## config.mk

```make
export PLATFORM = sky130hd
export DESIGN_NAME = button_conditioner
export DESIGN_NICKNAME = d
export VERILOG_FILES = /design/src/rtl/button_conditioner_pkg.sv /design/src/rtl/button_conditioner_ch.sv /design/src/rtl/button_conditioner.sv
export SDC_FILE = /design/constraint.sdc
export NUM_CORES = 1
export LEC_CHECK = 0
export BUFFER_PORTS_ARGS = -buffer_cell sky130_fd_sc_hd__buf_4
export CAP_MARGIN = 20
export CORE_UTILIZATION = 50
export CTS_CLUSTER_DIAMETER = 200
export DETAILED_ROUTE_END_ITERATION = 8
export PLACE_DENSITY = 0.79
export SETUP_SLACK_MARGIN = 0.05
export SYNTH_ARGS = -nofsm -noshare
export SYNTH_HDL_FRONTEND = slang
export SYNTH_SLANG_ARGS = --single-unit
```

## constraint.sdc

```tcl
create_clock -name clk -period 2.5 [get_ports clk]
set_clock_uncertainty 0.2 [all_clocks]
set_input_delay 0.5 -clock clk [delete_from_list [all_inputs] [get_ports clk]]
set_output_delay 0.5 -clock clk [all_outputs]
set_load 0.05 [all_outputs]
```

## src/rtl/button_conditioner_pkg.sv

```systemverilog
// Shared types and helpers for the push-button conditioner.
package button_conditioner_pkg;

  typedef enum logic [1:0] {
    StIdle    = 2'd0,
    StPWait   = 2'd1,
    StPressed = 2'd2,
    StRWait   = 2'd3
  } btn_state_e;

  // Bits needed to hold 0..n inclusive; never less than one bit.
  function automatic int unsigned cnt_width(input int unsigned n);
    return (n < 1) ? 1 : $clog2(n + 1);
  endfunction

endpackage

```

## src/rtl/button_conditioner_ch.sv

```systemverilog
// One button channel: 2-FF synchroniser, debounce FSM, press/release pulses and hold flag.
module button_conditioner_ch
  import button_conditioner_pkg::*;
#(
  parameter bit          INV_BTN         = 1'b0,
  parameter int unsigned DEBOUNCE_CYCLES = 270000,
  parameter int unsigned HOLD_CYCLES     = 27000000
) (
  input  logic clk,
  input  logic rst_i,
  input  logic btn_raw_i,
  output logic btn_o,
  output logic press_o,
  output logic release_o,
  output logic hold_o
);

  localparam int unsigned CntW  = cnt_width(DEBOUNCE_CYCLES);
  localparam int unsigned HcntW = cnt_width(HOLD_CYCLES);
  localparam bit          HoldEn = (HOLD_CYCLES > 0);

  localparam logic [CntW-1:0]  CntLast  = CntW'(DEBOUNCE_CYCLES - 1);
  localparam logic [HcntW-1:0] HcntMax  = HcntW'(HOLD_CYCLES);
  localparam logic [HcntW-1:0] HcntHold = HcntW'(HOLD_CYCLES - 1);

  logic sync1_q, sync2_q;

  btn_state_e       state_q, state_d;
  logic [CntW-1:0]  cnt_q, cnt_d;
  logic [HcntW-1:0] hcnt_q, hcnt_d;
  logic             btn_q, btn_d;
  logic             press_q, press_d;
  logic             rel_q, rel_d;
  logic             hold_q, hold_d;

  // Synchroniser resets to the logical released level regardless of pad polarity.
  always_ff @(posedge clk or negedge rst_i) begin
    if (!rst_i) begin
      sync1_q <= 1'b0;
      sync2_q <= 1'b0;
    end else begin
      sync1_q <= btn_raw_i ^ INV_BTN;
      sync2_q <= sync1_q;
    end
  end

  always_comb begin
    state_d = state_q;
    cnt_d   = cnt_q;
    hcnt_d  = hcnt_q;
    btn_d   = btn_q;
    hold_d  = hold_q;
    press_d = 1'b0;
    rel_d   = 1'b0;

    unique case (state_q)
      StIdle: begin
        if (sync2_q) begin
          state_d = StPWait;
          cnt_d   = CntW'(1);
        end
      end
      StPWait: begin
        if (!sync2_q) begin
          state_d = StIdle;
        end else if (cnt_q == CntLast) begin
          state_d = StPressed;
          btn_d   = 1'b1;
          press_d = 1'b1;
          hcnt_d  = '0;
        end else begin
          cnt_d = cnt_q + CntW'(1);
        end
      end
      StPressed: begin
        if (!sync2_q) begin
          state_d = StRWait;
          cnt_d   = CntW'(1);
        end else if (HoldEn) begin
          // Saturate so the hold flag can never be re-triggered by a wrap.
          if (hcnt_q != HcntMax) begin
            hcnt_d = hcnt_q + HcntW'(1);
          end
          if (hcnt_q == HcntHold) begin
            hold_d = 1'b1;
          end
        end
      end
      StRWait: begin
        if (sync2_q) begin
          state_d = StPressed;
        end else if (cnt_q == CntLast) begin
          state_d = StIdle;
          btn_d   = 1'b0;
          hold_d  = 1'b0;
          rel_d   = 1'b1;
        end else begin
          cnt_d = cnt_q + CntW'(1);
        end
      end
      default: state_d = StIdle;
    endcase
  end

  always_ff @(posedge clk or negedge rst_i) begin
    if (!rst_i) begin
      state_q <= StIdle;
      cnt_q   <= '0;
      hcnt_q  <= '0;
      btn_q   <= 1'b0;
      press_q <= 1'b0;
      rel_q   <= 1'b0;
      hold_q  <= 1'b0;
    end else begin
      state_q <= state_d;
      cnt_q   <= cnt_d;
      hcnt_q  <= hcnt_d;
      btn_q   <= btn_d;
      press_q <= press_d;
      rel_q   <= rel_d;
      hold_q  <= hold_d;
    end
  end

  assign btn_o     = btn_q;
  assign press_o   = press_q;
  assign release_o = rel_q;
  assign hold_o    = hold_q;

endmodule

```

## src/rtl/button_conditioner.sv

```systemverilog
// Push-button conditioner: N_BTN independent debounced channels with press/release/hold.
module button_conditioner #(
  parameter int unsigned N_BTN           = 2,
  parameter bit          INV_BTN         = 1'b0,
  parameter int unsigned DEBOUNCE_CYCLES = 270000,
  parameter int unsigned HOLD_CYCLES     = 27000000
) (
  input  logic             clk,
  input  logic             rst_i,
  input  logic [N_BTN-1:0] btn_raw_i,
  output logic [N_BTN-1:0] btn_o,
  output logic [N_BTN-1:0] press_o,
  output logic [N_BTN-1:0] release_o,
  output logic [N_BTN-1:0] hold_o
);

  for (genvar g = 0; g < N_BTN; g++) begin : g_ch
    button_conditioner_ch #(
      .INV_BTN        (INV_BTN),
      .DEBOUNCE_CYCLES(DEBOUNCE_CYCLES),
      .HOLD_CYCLES    (HOLD_CYCLES)
    ) u_ch (
      .clk      (clk),
      .rst_i    (rst_i),
      .btn_raw_i(btn_raw_i[g]),
      .btn_o    (btn_o[g]),
      .press_o  (press_o[g]),
      .release_o(release_o[g]),
      .hold_o   (hold_o[g])
    );
  end

endmodule

```

==> metrics.md <==
| Metric | Value |
|---|---|
| Outcome | `finished clean` |
| Final setup viols | `0` |
| Clk buf depth | `2` |
| FP Rows | `39` |
| Drt wl/cell | `16.8 um` |
| Setup TNS | `0 ps` |
| Post-Syn Instances | `665` |
| Core box area | `11500 um2` |
| Antenna violations before repair | `0` |
| Reg power frac | `52.9%` |
| WP data arrival | `2450 ps` |
| Post-synthesis mux area share | `2.90%` |
| Inserted Clock Buffers | `9` |
| Syn_nets | `675` |
| Clock Pin Slew Worst Setup and Hold Paths | `70 ps` |
| IO Count | `12` |
| Count leader, synth | `dfrtp_1` |
| Later-pin clock latency in the skew report | `350 ps` |
| Period utilisation layout | `96.3%` |
| RSZ-0062 raised after global routing | `yes` |
| Post-DP HPWL | `9.65 mm` |
| Post-Synth Adder-Cell Area | `1.26%` |
| Min-delay worst type | `primary input to flip-flop` |
| #FFs+latches synth | `104` |
| GRT Total Usage | `24.2%` |
| DIE WIDTH | `111 um` |
| Total wire length | `14.2 mm` |
| Largest net degree at the start of global routing | `43` |
| First-pass GRT wire length | `24.6 mm` |
| TritonRoute pass-1 iters | `5` |
| Starting Density | `51.7%` |
| Switching Share | `22.9%` |
| Int Pwr | `2.55 mW` |
| Register area | `2600 um2` |
| Area occupied by multi-input gates | `3140 um2` |
| Hold Vio Cnt, Final | `0` |
| Gpl congestion | `0.876` |
| PwrDens | `492 nW/um2` |
| Crit end category | `flip-flop` |
| Drc violations | `0` |
| Worst-margin pin slew | `622 ps` |
| Synth warnings | `0` |
| Post-route ant nets | `0` |
| Combinational share of power | `5.2%` |
| Maximum vdd ir drop | `0.395 mV` |
| Nets | `704` |
| Synth-to-layout area growth | `12.9%` |
| Clk pwr share | `41.9%` |
| Total global routing overflow | `0` |
| Post-synthesis xor/xnor area fraction | `2.35%` |
| WP data required | `2540 ps` |
| Avg Cell Area, Syn | `8.96 um2` |
| Ys flop type | `dfrtp_1` |
| P_leak | `2.81 nW` |
| Depth of the CTS H-tree | `3` |
| Buffers on Ports | `11` |
| Post-synth EDFFs | `0` |
| Fmax | `415 MHz` |
| Die Span Y | `111 um` |
| Vias | `5287` |
| Top cells by count, synth | `104 x dfrtp_1, 76 x nand2_1, 47 x nor2_1, 43 x nand3_1, 42 x a21oi_1` |
| CTS tree | `yes` |
| Fillers | `976` |
| P_sw | `757 uW` |
| PnR worst setup slack | `92.9 ps` |
| Relative slew slack | `57.9%` |
| Startpoint types | `flip-flop` |
| Area leader, netlist | `dfrtp_1` |
| Complex-gate fraction of the synthesized area | `16.7%` |
| Seq/Total Area, Yosys | `43.7%` |
| Max-Cap Viols | `0` |
| Synth top area share | `43.7%` |
| Post-synth ARST share | `100%` |
| Largest family of logic cells by synthesized area | `simple AND/OR/NAND/NOR gates` |
| WS Path Type | `flip-flop to flip-flop` |
| Synth Area in Simple Gates | `28.6%` |
| Max-slew violation count | `0` |
| Share of cells above drive strength 1 | `12.7%` |
| Mapped Area | `5960 um2` |
| Top post-synthesis cells by area | `dfrtp_1 44%, nand2_1 4.8%, nand3_1 3.6%` |
| # diodes | `0` |
| Placement Setup Slack | `142 ps` |
| Num Clock Sinks | `104` |
| Count of cell types in the netlist | `64` |
| Vias in the first global route | `5225` |
| Root Buffer | `clkbuf_16` |
| Min Tclk post-route | `2410 ps` |
| Die ar. | `12400 um2` |
| Vias/cell | `6.28` |
| CP Max Fanout | `23` |
| 1st-iter DRT viols | `398` |
flip-flops by register name, indices dropped and copies added, names as in the netlist, named ones only:
| register | count |
|---|---|
| g_ch.u_ch.hcnt_q | 50 |
| g_ch.u_ch.sync1_q | 2 |
| g_ch.u_ch.sync2_q | 2 |
| g_ch.u_ch.press_o | 2 |
| g_ch.u_ch.release_o | 2 |
| g_ch.u_ch.btn_o | 2 |
| g_ch.u_ch.hold_o | 2 |
| g_ch.u_ch.state_q | 2 |
| g_ch.u_ch.cnt_q | 38 |
per-layer routing:
layer,share of wire [%],GRT usage [%],vias up
met5,0,0,-
met4,1.6,7.66,0
met3,4.8,4.21,22
met2,50,40.8,160
met1,44,31.6,2573
li1,-,-,2532
worst max-delay path, stage by stage, from the launching register on:
cell,delay (ps)
dfrtp_1,450
nor4bb_1,590
and2_1,280
nand4_1,110
buf_4,230
a22o_1,250
a21o_1,170
placed cells by master, fill, tap and decap left out, drive strengths merged, types with 4 or more instances in the layout:
cell	synthesis	routed
xor2	9	9
nor4	10	10
nand2	76	76
buf	18	54
nand2b	9	9
nor3	19	19
o21ai	33	33
and2	7	7
o31ai	14	14
nor2	47	47
xnor2	7	7
a31oi	12	12
and4	5	5
a22oi	7	7
dfrtp	104	104
inv	22	22
nand3	43	43
a22o	4	4
or3	9	9
or4	20	20
nor2b	5	5
mux2i	15	15
and3	16	16
a21o	4	4
clkbuf	19	13
nand4	24	24
o211ai	11	11
a21oi	42	42
ha	6	6
path summary, 6_finish.rpt:
kind,from,to,slack [ps],depth (start not counted)
setup / recovery,g_ch[0].u_ch.cnt_q[8]$_DFFE_PN0P_,g_ch[0].u_ch.hcnt_q[21]$_DFFE_PN0P_,90,6
min in group asynchronous,rst_i,g_ch[1].u_ch.cnt_q[9]$_DFFE_PN0P_,430,2
hold / removal,btn_raw_i[0],g_ch[0].u_ch.sync1_q$_DFF_PN0_,60,1
hold reg to reg,g_ch[1].u_ch.sync1_q$_DFF_PN0_,g_ch[1].u_ch.sync2_q$_DFF_PN0_,150,0
max in group asynchronous,rst_i,g_ch[0].u_ch.hcnt_q[18]$_DFFE_PN0P_,1090,3
setup reg to reg,g_ch[0].u_ch.cnt_q[8]$_DFFE_PN0P_,g_ch[0].u_ch.hcnt_q[21]$_DFFE_PN0P_,90,6
final cells by class:
class	instances	share of cell area, %
Clock buffer	13	3.57
Clock inverter	3	0.632
Inverter	22	1.23
Multi-Input combinational cell	502	46.7
Sequential cell	104	38.7
Tap cell	143	2.66
Timing Repair Buffer	55	6.55
cells by family (layout without fill, tap and decap cells):
family,Yosys count,in the layout
fa+ha+maj,6,6
mux,17,17
flops,104,104
buf+inv,59,93
xor+xnor,16,16
simple gates,308,308
compound gates,155,155
metrics by stage:
stage | instances | hold WS, ps | power, mW | utilization [%] | cell area, um2
after floorplan | 665 | 4.41 | 1.86 | - | 5960
after global placement | 825 | 134 | 1.94 | 55.4 | 6380
after detailed placement | 825 | 136 | 1.95 | 55.4 | 6380
after CTS | 842 | 50.6 | 3.33 | 57.9 | 6670
after global routing | 842 | 47.8 | 3.42 | 58.4 | 6730
final | 842 | 56.3 | 3.31 | 58.4 | 6730
power groups by stage:
stage               combinational [mW]  clock [mW]  sequential, mW
global placement                 0.166           0            1.78
detailed placement               0.172           0            1.78
floorplan                       0.0867           0            1.77
global route                     0.197        1.47            1.75
CTS                              0.174        1.41            1.75
finish                           0.173        1.39            1.75
what timing repair did:
| action | 4_1_cts | 5_1_grt |
|---|---|---|
| setup buffers | 0 | 0 |
| resized for setup | 0 | 9 |
| hold buffers | 1 | 0 |
| endpoints found under the hold margin | 30 | 0 |
| endpoints found under the setup margin | 0 | 36 |
No activity file was read; power rests on OpenSTA's default activity.
